<file path="src/rtl/vram_pkg.sv">
// Shared types and default sizing for the VRAM arbiter: 1280x500 frame of 6-bit palette indices.
package vram_pkg;

  localparam int VRAM_ADDR_WIDTH = 20;
  localparam int VRAM_DATA_WIDTH = 6;
  localparam int VRAM_DEPTH      = 640000;
  localparam int VRAM_FIFO_DEPTH = 4;

  typedef enum logic [1:0] {
    RD_IDLE = 2'd0,
    RD_PEND = 2'd1,
    RD_RET  = 2'd2
  } rd_state_t;

endpackage

</file>
<file path="src/rtl/vram_wr_fifo.sv">
// Synchronous host write buffer; head entry is visible combinationally for the arbiter.
module vram_wr_fifo
  import vram_pkg::*;
#(
  parameter int WIDTH = VRAM_ADDR_WIDTH + VRAM_DATA_WIDTH,
  parameter int DEPTH = VRAM_FIFO_DEPTH
) (
  input  logic                     clk,
  input  logic                     reset_n,
  input  logic                     push_i,
  input  logic [WIDTH-1:0]         push_data_i,
  input  logic                     pop_i,
  output logic [WIDTH-1:0]         head_o,
  output logic                     full_o,
  output logic                     empty_o,
  output logic [$clog2(DEPTH):0]   count_o
);

  localparam int AW = $clog2(DEPTH);

  logic [WIDTH-1:0] mem_q [DEPTH];
  logic [AW-1:0]    wptr_q, wptr_d;
  logic [AW-1:0]    rptr_q, rptr_d;
  logic [AW:0]      count_q, count_d;
  logic             do_push, do_pop;

  assign full_o  = (count_q == (AW+1)'(DEPTH));
  assign empty_o = (count_q == '0);
  assign count_o = count_q;
  assign head_o  = mem_q[rptr_q];

  // A full FIFO refuses the push even when the head pops in the same cycle.
  assign do_push = push_i && !full_o;
  assign do_pop  = pop_i && !empty_o;

  always_comb begin
    wptr_d  = wptr_q;
    rptr_d  = rptr_q;
    count_d = count_q;
    if (do_push) wptr_d = wptr_q + 1'b1;
    if (do_pop)  rptr_d = rptr_q + 1'b1;
    if (do_push && !do_pop)      count_d = count_q + 1'b1;
    else if (do_pop && !do_push) count_d = count_q - 1'b1;
  end

  always_ff @(posedge clk or negedge reset_n) begin
    if (!reset_n) begin
      wptr_q  <= '0;
      rptr_q  <= '0;
      count_q <= '0;
    end else begin
      wptr_q  <= wptr_d;
      rptr_q  <= rptr_d;
      count_q <= count_d;
    end
  end

  always_ff @(posedge clk) begin
    if (do_push) mem_q[wptr_q] <= push_data_i;
  end

endmodule

</file>
<file path="src/rtl/vram_arbiter.sv">
// Single-port frame-buffer arbiter: scan-out reads always win, then a held host read, then buffered host writes.
module vram_arbiter
  import vram_pkg::*;
#(
  parameter int ADDR_WIDTH = VRAM_ADDR_WIDTH,
  parameter int DATA_WIDTH = VRAM_DATA_WIDTH,
  parameter int DEPTH      = VRAM_DEPTH,
  parameter int FIFO_DEPTH = VRAM_FIFO_DEPTH
) (
  input  logic                  clk,
  input  logic                  reset_n,
  input  logic                  vid_req,
  input  logic [ADDR_WIDTH-1:0] vid_addr,
  output logic [DATA_WIDTH-1:0] vid_data,
  output logic                  vid_valid,
  input  logic                  wr_req,
  input  logic [ADDR_WIDTH-1:0] wr_addr,
  input  logic [DATA_WIDTH-1:0] wr_data,
  output logic                  wr_ready,
  input  logic                  rd_req,
  input  logic [ADDR_WIDTH-1:0] rd_addr,
  output logic                  rd_ready,
  output logic [DATA_WIDTH-1:0] rd_data,
  output logic                  rd_valid,
  output logic [ADDR_WIDTH-1:0] ram_addr,
  output logic                  ram_we,
  output logic [DATA_WIDTH-1:0] ram_wdata,
  input  logic [DATA_WIDTH-1:0] ram_rdata,
  output logic                  wr_dropped
);

  localparam int FW = ADDR_WIDTH + DATA_WIDTH;
  localparam int CW = $clog2(FIFO_DEPTH) + 1;
  localparam logic [ADDR_WIDTH:0] DEPTH_LIM = (ADDR_WIDTH+1)'(DEPTH);

  logic                  fifo_push, fifo_full, fifo_empty;
  logic [FW-1:0]         fifo_head;
  logic [CW-1:0]         fifo_count;
  logic [ADDR_WIDTH-1:0] head_addr;
  logic [DATA_WIDTH-1:0] head_data;
  logic                  head_oor;

  logic                  vid_gnt, rd_gnt, wr_gnt, rd_accept;
  rd_state_t             rd_state_q;
  logic [ADDR_WIDTH-1:0] rd_addr_q;
  logic                  ready_en_q;

  logic [ADDR_WIDTH-1:0] ram_addr_q, ram_addr_d;
  logic [DATA_WIDTH-1:0] ram_wdata_q, ram_wdata_d;
  logic                  ram_we_q, ram_we_d;
  logic                  wr_dropped_q, wr_dropped_d;
  logic                  vid_vld_p1_q, vid_valid_q, rd_valid_q;

  // Handshakes stay low until the first edge after reset release.
  assign wr_ready  = ready_en_q && !fifo_full;
  assign rd_ready  = ready_en_q && (rd_state_q == RD_IDLE);
  assign fifo_push = wr_req && wr_ready;
  assign rd_accept = rd_req && rd_ready;

  vram_wr_fifo #(
    .WIDTH (FW),
    .DEPTH (FIFO_DEPTH)
  ) u_wr_fifo (
    .clk         (clk),
    .reset_n     (reset_n),
    .push_i      (fifo_push),
    .push_data_i ({wr_addr, wr_data}),
    .pop_i       (wr_gnt),
    .head_o      (fifo_head),
    .full_o      (fifo_full),
    .empty_o     (fifo_empty),
    .count_o     (fifo_count)
  );

  assign head_addr = fifo_head[FW-1:DATA_WIDTH];
  assign head_data = fifo_head[DATA_WIDTH-1:0];
  assign head_oor  = ({1'b0, head_addr} >= DEPTH_LIM);

  // The pending read waits for an empty buffer so it can never overtake an older write.
  always_comb begin
    vid_gnt = vid_req;
    rd_gnt  = !vid_req && (rd_state_q == RD_PEND) && (fifo_count == '0);
    wr_gnt  = !vid_req && !rd_gnt && !fifo_empty;
  end

  always_comb begin
    ram_addr_d   = ram_addr_q;
    ram_wdata_d  = ram_wdata_q;
    ram_we_d     = 1'b0;
    wr_dropped_d = 1'b0;
    if (vid_gnt) begin
      ram_addr_d = vid_addr;
    end else if (rd_gnt) begin
      ram_addr_d = rd_addr_q;
    end else if (wr_gnt) begin
      if (head_oor) begin
        wr_dropped_d = 1'b1;
      end else begin
        ram_addr_d  = head_addr;
        ram_wdata_d = head_data;
        ram_we_d    = 1'b1;
      end
    end
  end

  // Stage p0 -> p1: grant lands on the RAM bus; p1 -> p2: RAM output register returns data.
  always_ff @(posedge clk or negedge reset_n) begin
    if (!reset_n) begin
      ready_en_q   <= 1'b0;
      ram_addr_q   <= '0;
      ram_wdata_q  <= '0;
      ram_we_q     <= 1'b0;
      wr_dropped_q <= 1'b0;
      vid_vld_p1_q <= 1'b0;
      vid_valid_q  <= 1'b0;
      rd_valid_q   <= 1'b0;
    end else begin
      ready_en_q   <= 1'b1;
      ram_addr_q   <= ram_addr_d;
      ram_wdata_q  <= ram_wdata_d;
      ram_we_q     <= ram_we_d;
      wr_dropped_q <= wr_dropped_d;
      vid_vld_p1_q <= vid_gnt;
      vid_valid_q  <= vid_vld_p1_q;
      rd_valid_q   <= (rd_state_q == RD_RET);
    end
  end

  always_ff @(posedge clk or negedge reset_n) begin
    if (!reset_n) begin
      rd_state_q <= RD_IDLE;
    end else begin
      case (rd_state_q)
        RD_IDLE: if (rd_accept) rd_state_q <= RD_PEND;
        RD_PEND: if (rd_gnt)    rd_state_q <= RD_RET;
        RD_RET:                 rd_state_q <= RD_IDLE;
        default:                rd_state_q <= RD_IDLE;
      endcase
    end
  end

  always_ff @(posedge clk) begin
    if (rd_accept) rd_addr_q <= rd_addr;
  end

  assign ram_addr   = ram_addr_q;
  assign ram_we     = ram_we_q;
  assign ram_wdata  = ram_wdata_q;
  assign wr_dropped = wr_dropped_q;
  assign vid_valid  = vid_valid_q;
  assign rd_valid   = rd_valid_q;
  // Read data comes straight from the RAM's own output register.
  assign vid_data   = ram_rdata;
  assign rd_data    = ram_rdata;

endmodule
</file>
<file path="config.mk">
export PLATFORM = sky130hd
export DESIGN_NAME = vram_arbiter
export DESIGN_NICKNAME = d
export VERILOG_FILES = /design/src/rtl/vram_pkg.sv /design/src/rtl/vram_wr_fifo.sv /design/src/rtl/vram_arbiter.sv
export SDC_FILE = /design/constraint.sdc
export NUM_CORES = 1
export LEC_CHECK = 0
export CAP_MARGIN = 20
export CORE_MARGIN = 2
export CORE_UTILIZATION = 30
export DETAILED_ROUTE_END_ITERATION = 6
export GPL_TIMING_DRIVEN = 0
export SLEW_MARGIN = 5
export SYNTH_ARGS = -nofsm -noshare
export SYNTH_HDL_FRONTEND = slang
export SYNTH_SLANG_ARGS = --single-unit
</file>
<file path="constraint.sdc">
create_clock -name clk -period 3.02 [get_ports clk]
set_input_delay 0.906 -clock clk [delete_from_list [all_inputs] [get_ports clk]]
set_output_delay 0.906 -clock clk [all_outputs]
set_load 0.05 [all_outputs]
</file>
Yosys cells after proc, flatten, opt, wreduce, memory -nomap -nowiden
Memories as Yosys holds them, arrays and structs flattened.
Index checks and enable logic that the tools add are counted.
- add/sub/neg operators: 4
- magnitude comparators: 1
- eq/ne operators: 6
- muxes and demuxes: 19
- bitwise gates (word level): 3
- reduce and logical (&&, ||, !) cells: 25
- operators with widths (kind ; count):
    $mux 20 ; 4
    $ge 20x20->1 const B ; 1
    $logic_and 1x1->1 ; 12
    $mux 1 ; 10
    $logic_not 1->1 ; 6
    $mux 3 ; 2
    $add 2x1->2 const B ; 2
    $mux 2 ; 2
    $ne 2x2->1 const B ; 2
    $pmux 2 s2 ; 1
    $reduce_and 2->1 ; 2
    $reduce_and 4->1 ; 1
    $add 3x1->3 const B ; 1
    $eq 3x3->1 const B ; 1
    $logic_not 3->1 ; 1
    $ne 3x2->1 const B ; 1
    $not 1->1 ; 3
    $reduce_bool 3->1 ; 1
    $sub 3x1->3 const B ; 1
    $eq 2x1->1 const B ; 1
    $eq 2x2->1 const B ; 1
    $logic_not 2->1 ; 1
    $reduce_bool 2->1 ; 1
- bits in registers: 61
- memory bits (writable): 104
- input port bits: 77
- output and inout bits: 44
- word-level logic and storage cells: 72
- memories kept: 1
- memory list (memory ; words ; width ; rd ports ; clocked after memory_dff ; wr ports ; RTL line ; RTL):
    u_wr_fifo.mem_q ; 4 ; 26 ; 1 ; 0 ; 1 ; vram_wr_fifo.sv:21 ; logic [WIDTH-1:0] mem_q [DEPTH];

Logic depth before layout (Yosys ltp)
- word-level depth: 10
- depth in mapped cells: 9
- gate-level depth less buffers: 9

Cells and area by module
Synthesis repeated with hierarchy kept, for this count alone.
- cell total of the unflattened synthesis: 379
- area, all modules: 6701.4 µm²
- by module, submodules not included (module ; times used ; cells each ; area each (µm²) ; sequential area each (µm²)):
    vram_wr_fifo ; 1 ; 172 ; 4230.3 ; 3298.2
    vram_arbiter ; 1 ; 207 ; 2471.1 ; 1451.4

Worst setup path before layout
OpenSTA, ideal clock, no wires.
- kind: register to register
- start point: register u_wr_fifo.count_q[0] (netlist: u_wr_fifo.count_o[0])
- end point: register u_wr_fifo.count_q[2] (netlist: u_wr_fifo.count_o[2])
- setup time: 0.079 ns
- arrival: 3.136 ns
- data required time: 2.941 ns
- slack: -0.195 ns
- stages on the path, launching flop included: 10
- buffers on the path: 0
- period minus slack after synthesis: 3.215 ns
- cells stage by stage: dfrtp_1 > nor2_1 > a21boi_0 > and2_0 > ha_1 > inv_1 > fa_1 > xor2_1 > nor2_1 > xor2_1
- elaborated cells between the ends (all ways): 21
- those cells by class: add/sub (2); eq/ne (1); mux (2); reduce/logical (16)
- RTL lines (what ; RTL line ; RTL):
    start, declared ; vram_wr_fifo.sv:24 ; logic [AW:0] count_q, count_d;
    start signal, assigned ; vram_wr_fifo.sv:54 ; count_q <= count_d;
    $eq 3x3->1 * ; vram_wr_fifo.sv:27 ; assign full_o = (count_q == (AW+1)'(DEPTH));
    $logic_not 1->1 * ; vram_arbiter.sv:55 ; assign wr_ready = ready_en_q && !fifo_full;
    $logic_and 1x1->1 * ; vram_arbiter.sv:55 ;
    named net wr_ready ; vram_arbiter.sv:19 ; output logic wr_ready,
    $logic_and 1x1->1 * ; vram_arbiter.sv:57 ; assign fifo_push = wr_req && wr_ready;
    $logic_and 1x1->1 * ; vram_wr_fifo.sv:33 ; assign do_push = push_i && !full_o;
    named net u_wr_fifo.do_push ; vram_wr_fifo.sv:25 ; logic do_push, do_pop;
    $logic_not 1->1 ; vram_wr_fifo.sv:43 ; else if (do_pop && !do_push) count_d = count_q - 1'b1;
    $logic_and 1x1->1 ; vram_wr_fifo.sv:43 ;
    $reduce_bool 2->1 (no source line) ; n/a ;
The timed path passes the listed nets; every way through them passes the cells marked *. The select of a mux whose other input is x is not followed.
A chain may end at the register's enable or synchronous reset.

Worst setup path after layout
- start point: register rd_state_q[1]
- end point: output port rd_ready
- cells in the longest elaborated chain, start to end: 2
- RTL lines (what ; RTL line ; RTL):
    start, declared ; vram_arbiter.sv:44 ; rd_state_t rd_state_q;
    start signal, assigned ; vram_arbiter.sv:131 ; rd_state_q <= RD_IDLE;
    start signal, assigned ; vram_arbiter.sv:134 ; RD_IDLE: if (rd_accept) rd_state_q <= RD_PEND;
    start signal, assigned ; vram_arbiter.sv:135 ; RD_PEND: if (rd_gnt) rd_state_q <= RD_RET;
    $logic_not 2->1 ; vram_arbiter.sv:56 ; assign rd_ready = ready_en_q && (rd_state_q == RD_IDLE);
    $logic_and 1x1->1 ; vram_arbiter.sv:56 ;
    end, declared ; vram_arbiter.sv:22 ; output logic rd_ready,
No other way between the ends.

==> reports/qor.log <==
[place] detailed placer's ending HPWL 9840 µm
[setup_path] Critical R2R Launch u_wr_fifo.rptr_q[1]$_DFFE_PN0P_
[synth] library cells used by synthesis 37
[global_route] antenna violations before repair 0
[worst_hold_path] min-delay worst type reg -> reg
[setup_path] arrival time of the worst setup path 2.01 ns
[synth] synthesis warning total 0
[pwr] Total Power 8.32 mW
[global_route] wire length of the first global-routing pass 22400 µm
[sta] Period Utilization, post-route 0.964
[setup_path] startpoint class of the critical path flip-flop
[cts] clock tree from TritonCTS done
[job] max_cap viols 0
[sta] setup TNS 0 ns
[setup_path] worst path cell trace nor3b_1 -> clkdlybuf4s50_1
[cts] clock latency on the worst-skew pair 0.43 ns
[floorplan] Die Height 153 µm
[outcome] run status finished clean
[sta] Slew @ Worst Pin 0.811 ns
[drt] first-iteration detailed-routing DRC count 221
[cells_and_area] area growth from synthesis to final layout 31.4%
[setup_path] Setup CP Type reg -> out
[setup_path] logic depth of the worst register-to-register path 7
[cells_and_area] final core utilization 0.402
[setup_path] destination of the worst register-to-register timing path ram_addr[9]$_DFFE_PN0P_
[global_route] via count of the first global-routing pass 3856
[sta] maximum operating frequency 0.343 GHz
[synth] main area contributors after synthesis sky130_fd_sc_hd__edfxtp_1, sky130_fd_sc_hd__dfrtp_1, sky130_fd_sc_hd__mux4_1
[setup_path] cell at the slowest stage of the critical path sky130_fd_sc_hd__clkdlybuf4s50_1
[drt] uppermost signal routing layer after detailed routing met4
[sta] Max Clock Skew 0.0128 ns
[synth] Async S/R FF share, synth 0.248
[global_route] largest net degree at the start of global routing 28
[place] worst slack at placement -0.407 ns
[place] total of buffers placed on input and output ports 114
[cts] post-CTS setup repair buffer count 0
[sta] Final Max Slew Viols 0
[place] post-detailed-placement cell area 8230 µm²
[cells_and_area] total inserted antenna cells 0
[synth] number of flops mapped to enable cells by yosys 124
[drt] detailed-route wire length per cell 18.6 µm
[synth] flops & latches, synth 165
[drt] per-cell via count in the routed design 4.52
[global_route] global-route usage over all layers 0.129
[setup_path] Worst Path Required 2.11 ns
[sta] setup slack after layout 0.108 ns
[cells_and_area] post-route cell area 8810 µm²
[setup_path] critical path endpoint category primary output
[cts] count of hold buffers inserted by post-cts repair 0
[setup_path] maximum net fanout on the critical path 3
[cts] number of clock sinks 165
[sta] setup repair after global routing missed its margin false
[cells_and_area] proportion of layout cells with a drive suffix above 1 0.199
[synth] synthesized area 6700 µm²
[setup_path] capture point of the worst path rd_ready
[sta] worst relative slew slack 0.459
[synth] synthesized instance count 354
[synth] most common flop cell mapped by yosys sky130_fd_sc_hd__edfxtp_1
[setup_path] register-to-register path setup slack 0.46 ns
[cts] number of H-tree branching levels 4
[sta] final hold slack 0.349 ns
[drt] ANT nets after route 0
[global_route] overflow left after global routing 0
[pwr] total power divided by cell area 945 nW/µm²
[floorplan] number of ports placed on the die boundary 121
[sta] Finish-stage setup viols 0
[floorplan] starting utilization of the core area 0.306
[synth] register area share after synthesis 0.709
[sta] final hold viol count 0
[cts] number of clock buffers inserted by TritonCTS 17
[place] final weighted congestion in routability-driven placement 0.729
[setup_path] launch point of the worst path rd_state_q[1]$_DFFE_PN0P_
[cts] Clock Tree Buf Depth 2
[floorplan] area of the die 23600 µm²
[drt] WL met3 684 µm
[floorplan] core area 21900 µm²
[drt] total via count after detailed routing 3536
[synth] top-area cell type share of the netlist area 0.556
[place] number of placed cells counting well taps 750
[cts] root buffer selected by CTS sky130_fd_sc_hd__clkbuf_16
[pwr] leakage 3.17 nW
[cts] Clock transition at path regs 0.07 ns
[drt] detailed-route wire length 14500 µm
[cells_and_area] final net count 572
[setup_path] longest individual stage delay on the worst path 0.87 ns
[drt] Initial DRT Pass Iterations 4
[drt] met2 WL 7260 µm
[floorplan] Die X 153 µm
[drt] met1 WL 6420 µm
[cells_and_area] post-route insts no fill 782
[synth] Post-Syn Area per Cell 18.9 µm²
[synth] area leader, netlist sky130_fd_sc_hd__edfxtp_1
[synth] Synthesized Nets 437
[drt] Remaining DRCs 0
[pwr] peak supply drop 0.366 mV
[sta] Min Clock Period, post-route 2.91 ns
[floorplan] row cnt 54
-- critical path, delay by kind of cell, from the launching register on --
kind | cells | cell delay (ns)
flops | 1 | 0.39
simple gates | 1 | 0.32
buf+inv | 1 | 0.87
-- timing repair --
action | 4_1_cts | 5_1_grt
gates resized for setup | 1 | 3
cloned | 0 | 0
endpoints found under the setup margin | 1 | 12
-- layer usage --
| layer | up-vias | GRT usage |
|---|---|---|
| li1 | 1631 | - |
| met1 | 1794 | 0.164 |
| met5 | - | 0 |
| met4 | 0 | 0.0393 |
| met3 | 15 | 0.0357 |
| met2 | 96 | 0.216 |
-- state kept, by name, indices dropped and copies added (netlist names) --
register           cells
vid_valid              1
ram_wdata              6
u_wr_fifo.rptr_q       2
ram_addr              20
wr_dropped             1
u_wr_fifo.mem_q      104
ready_en_q             1
u_wr_fifo.wptr_q       2
rd_state_q             2
u_wr_fifo.count_o      3
rd_valid               1
ram_we                 1
vid_vld_p1_q           1
rd_addr_q             20
-- cells by family (layout without fill, tap and decap cells) --
family          count (synthesis)  in the layout  synth area share
buf+inv                        32            180            0.0306
other cells                     1              1          0.000559
flops                         165            165             0.709
compound gates                 29             29            0.0291
simple gates                   42             42            0.0287
mux                            73             73             0.182
fa+ha+maj                       6              6            0.0123
xor+xnor                        6              6           0.00784
-- Yosys cell counts (2+ instances only) --
cell type	instances
sky130_fd_sc_hd__mux2_4	20
sky130_fd_sc_hd__nor2b_1	2
sky130_fd_sc_hd__mux2_2	7
sky130_fd_sc_hd__mux4_1	15
sky130_fd_sc_hd__clkbuf_1	6
sky130_fd_sc_hd__xor2_1	2
sky130_fd_sc_hd__nor2_1	5
sky130_fd_sc_hd__buf_4	12
sky130_fd_sc_hd__edfxtp_1	124
sky130_fd_sc_hd__ha_1	5
sky130_fd_sc_hd__and2_1	2
sky130_fd_sc_hd__inv_1	5
sky130_fd_sc_hd__mux2i_1	20
sky130_fd_sc_hd__and3_1	4
sky130_fd_sc_hd__buf_6	3
sky130_fd_sc_hd__nand2_1	24
sky130_fd_sc_hd__buf_2	5
sky130_fd_sc_hd__o21ai_0	21
sky130_fd_sc_hd__mux4_2	11
sky130_fd_sc_hd__xnor2_1	4
sky130_fd_sc_hd__dfrtp_1	41
-- report_power, final --
part | total (mW) | switching (mW) | internal [mW]
Clock | 2.08 | 0.896 | 1.19
Sequential | 3.09 | 0.197 | 2.89
Combinational | 3.15 | 1.77 | 1.38
Total | 8.32 | 2.86 | 5.46
-- layout make-up --
| cell class | count | area (µm²) |
|---|---|---|
| Timing Repair Buffer | 116 | 1170 |
| Fill cell | 1980 | 13100 |
| Clock inverter | 13 | 121 |
| Tap cell | 280 | 350 |
| Inverter | 5 | 18.8 |
| Multi-Input combinational cell | 157 | 1750 |
| Sequential cell | 165 | 4750 |
| Clock buffer | 19 | 453 |
| Buffer | 27 | 191 |
-- cell usage in the layout, fill, tap and decap left out, types with 2 or more instances in the layout --
cell type / count
sky130_fd_sc_hd__edfxtp_1: 124
sky130_fd_sc_hd__clkdlybuf4s50_1: 112
sky130_fd_sc_hd__dfrtp_1: 41
sky130_fd_sc_hd__nand2_1: 24
sky130_fd_sc_hd__o21ai_0: 21
sky130_fd_sc_hd__mux2i_1: 20
sky130_fd_sc_hd__mux2_4: 20
sky130_fd_sc_hd__clkbuf_16: 17
sky130_fd_sc_hd__mux4_1: 15
sky130_fd_sc_hd__buf_4: 13
sky130_fd_sc_hd__mux4_2: 11
sky130_fd_sc_hd__mux2_2: 7
sky130_fd_sc_hd__clkbuf_1: 6
sky130_fd_sc_hd__inv_1: 5
sky130_fd_sc_hd__nor2_1: 5
sky130_fd_sc_hd__ha_1: 5
sky130_fd_sc_hd__and3_2: 4
sky130_fd_sc_hd__buf_2: 4
sky130_fd_sc_hd__xnor2_1: 4
sky130_fd_sc_hd__inv_6: 4
sky130_fd_sc_hd__clkinvlp_4: 4
sky130_fd_sc_hd__buf_6: 3
sky130_fd_sc_hd__nor2b_1: 2
sky130_fd_sc_hd__and2_1: 2
sky130_fd_sc_hd__buf_8: 2
sky130_fd_sc_hd__xor2_1: 2
sky130_fd_sc_hd__clkinv_4: 2
sky130_fd_sc_hd__clkbuf_8: 2
-- how the worst min path moves through the flow --
stage | startpoint | endpoint | depth (start not counted)
final | vid_vld_p1_q$_DFF_PN0_ | vid_valid$_DFF_PN0_ | 0
after CTS | vid_vld_p1_q$_DFF_PN0_ | vid_valid$_DFF_PN0_ | 0
after global routing | vid_vld_p1_q$_DFF_PN0_ | vid_valid$_DFF_PN0_ | 0
after floorplan | vid_vld_p1_q$_DFF_PN0_ | vid_valid$_DFF_PN0_ | 0
after global placement | vid_vld_p1_q$_DFF_PN0_ | vid_valid$_DFF_PN0_ | 0
after detailed placement | vid_vld_p1_q$_DFF_PN0_ | vid_valid$_DFF_PN0_ | 0
Power figures use the tool's default switching activity.
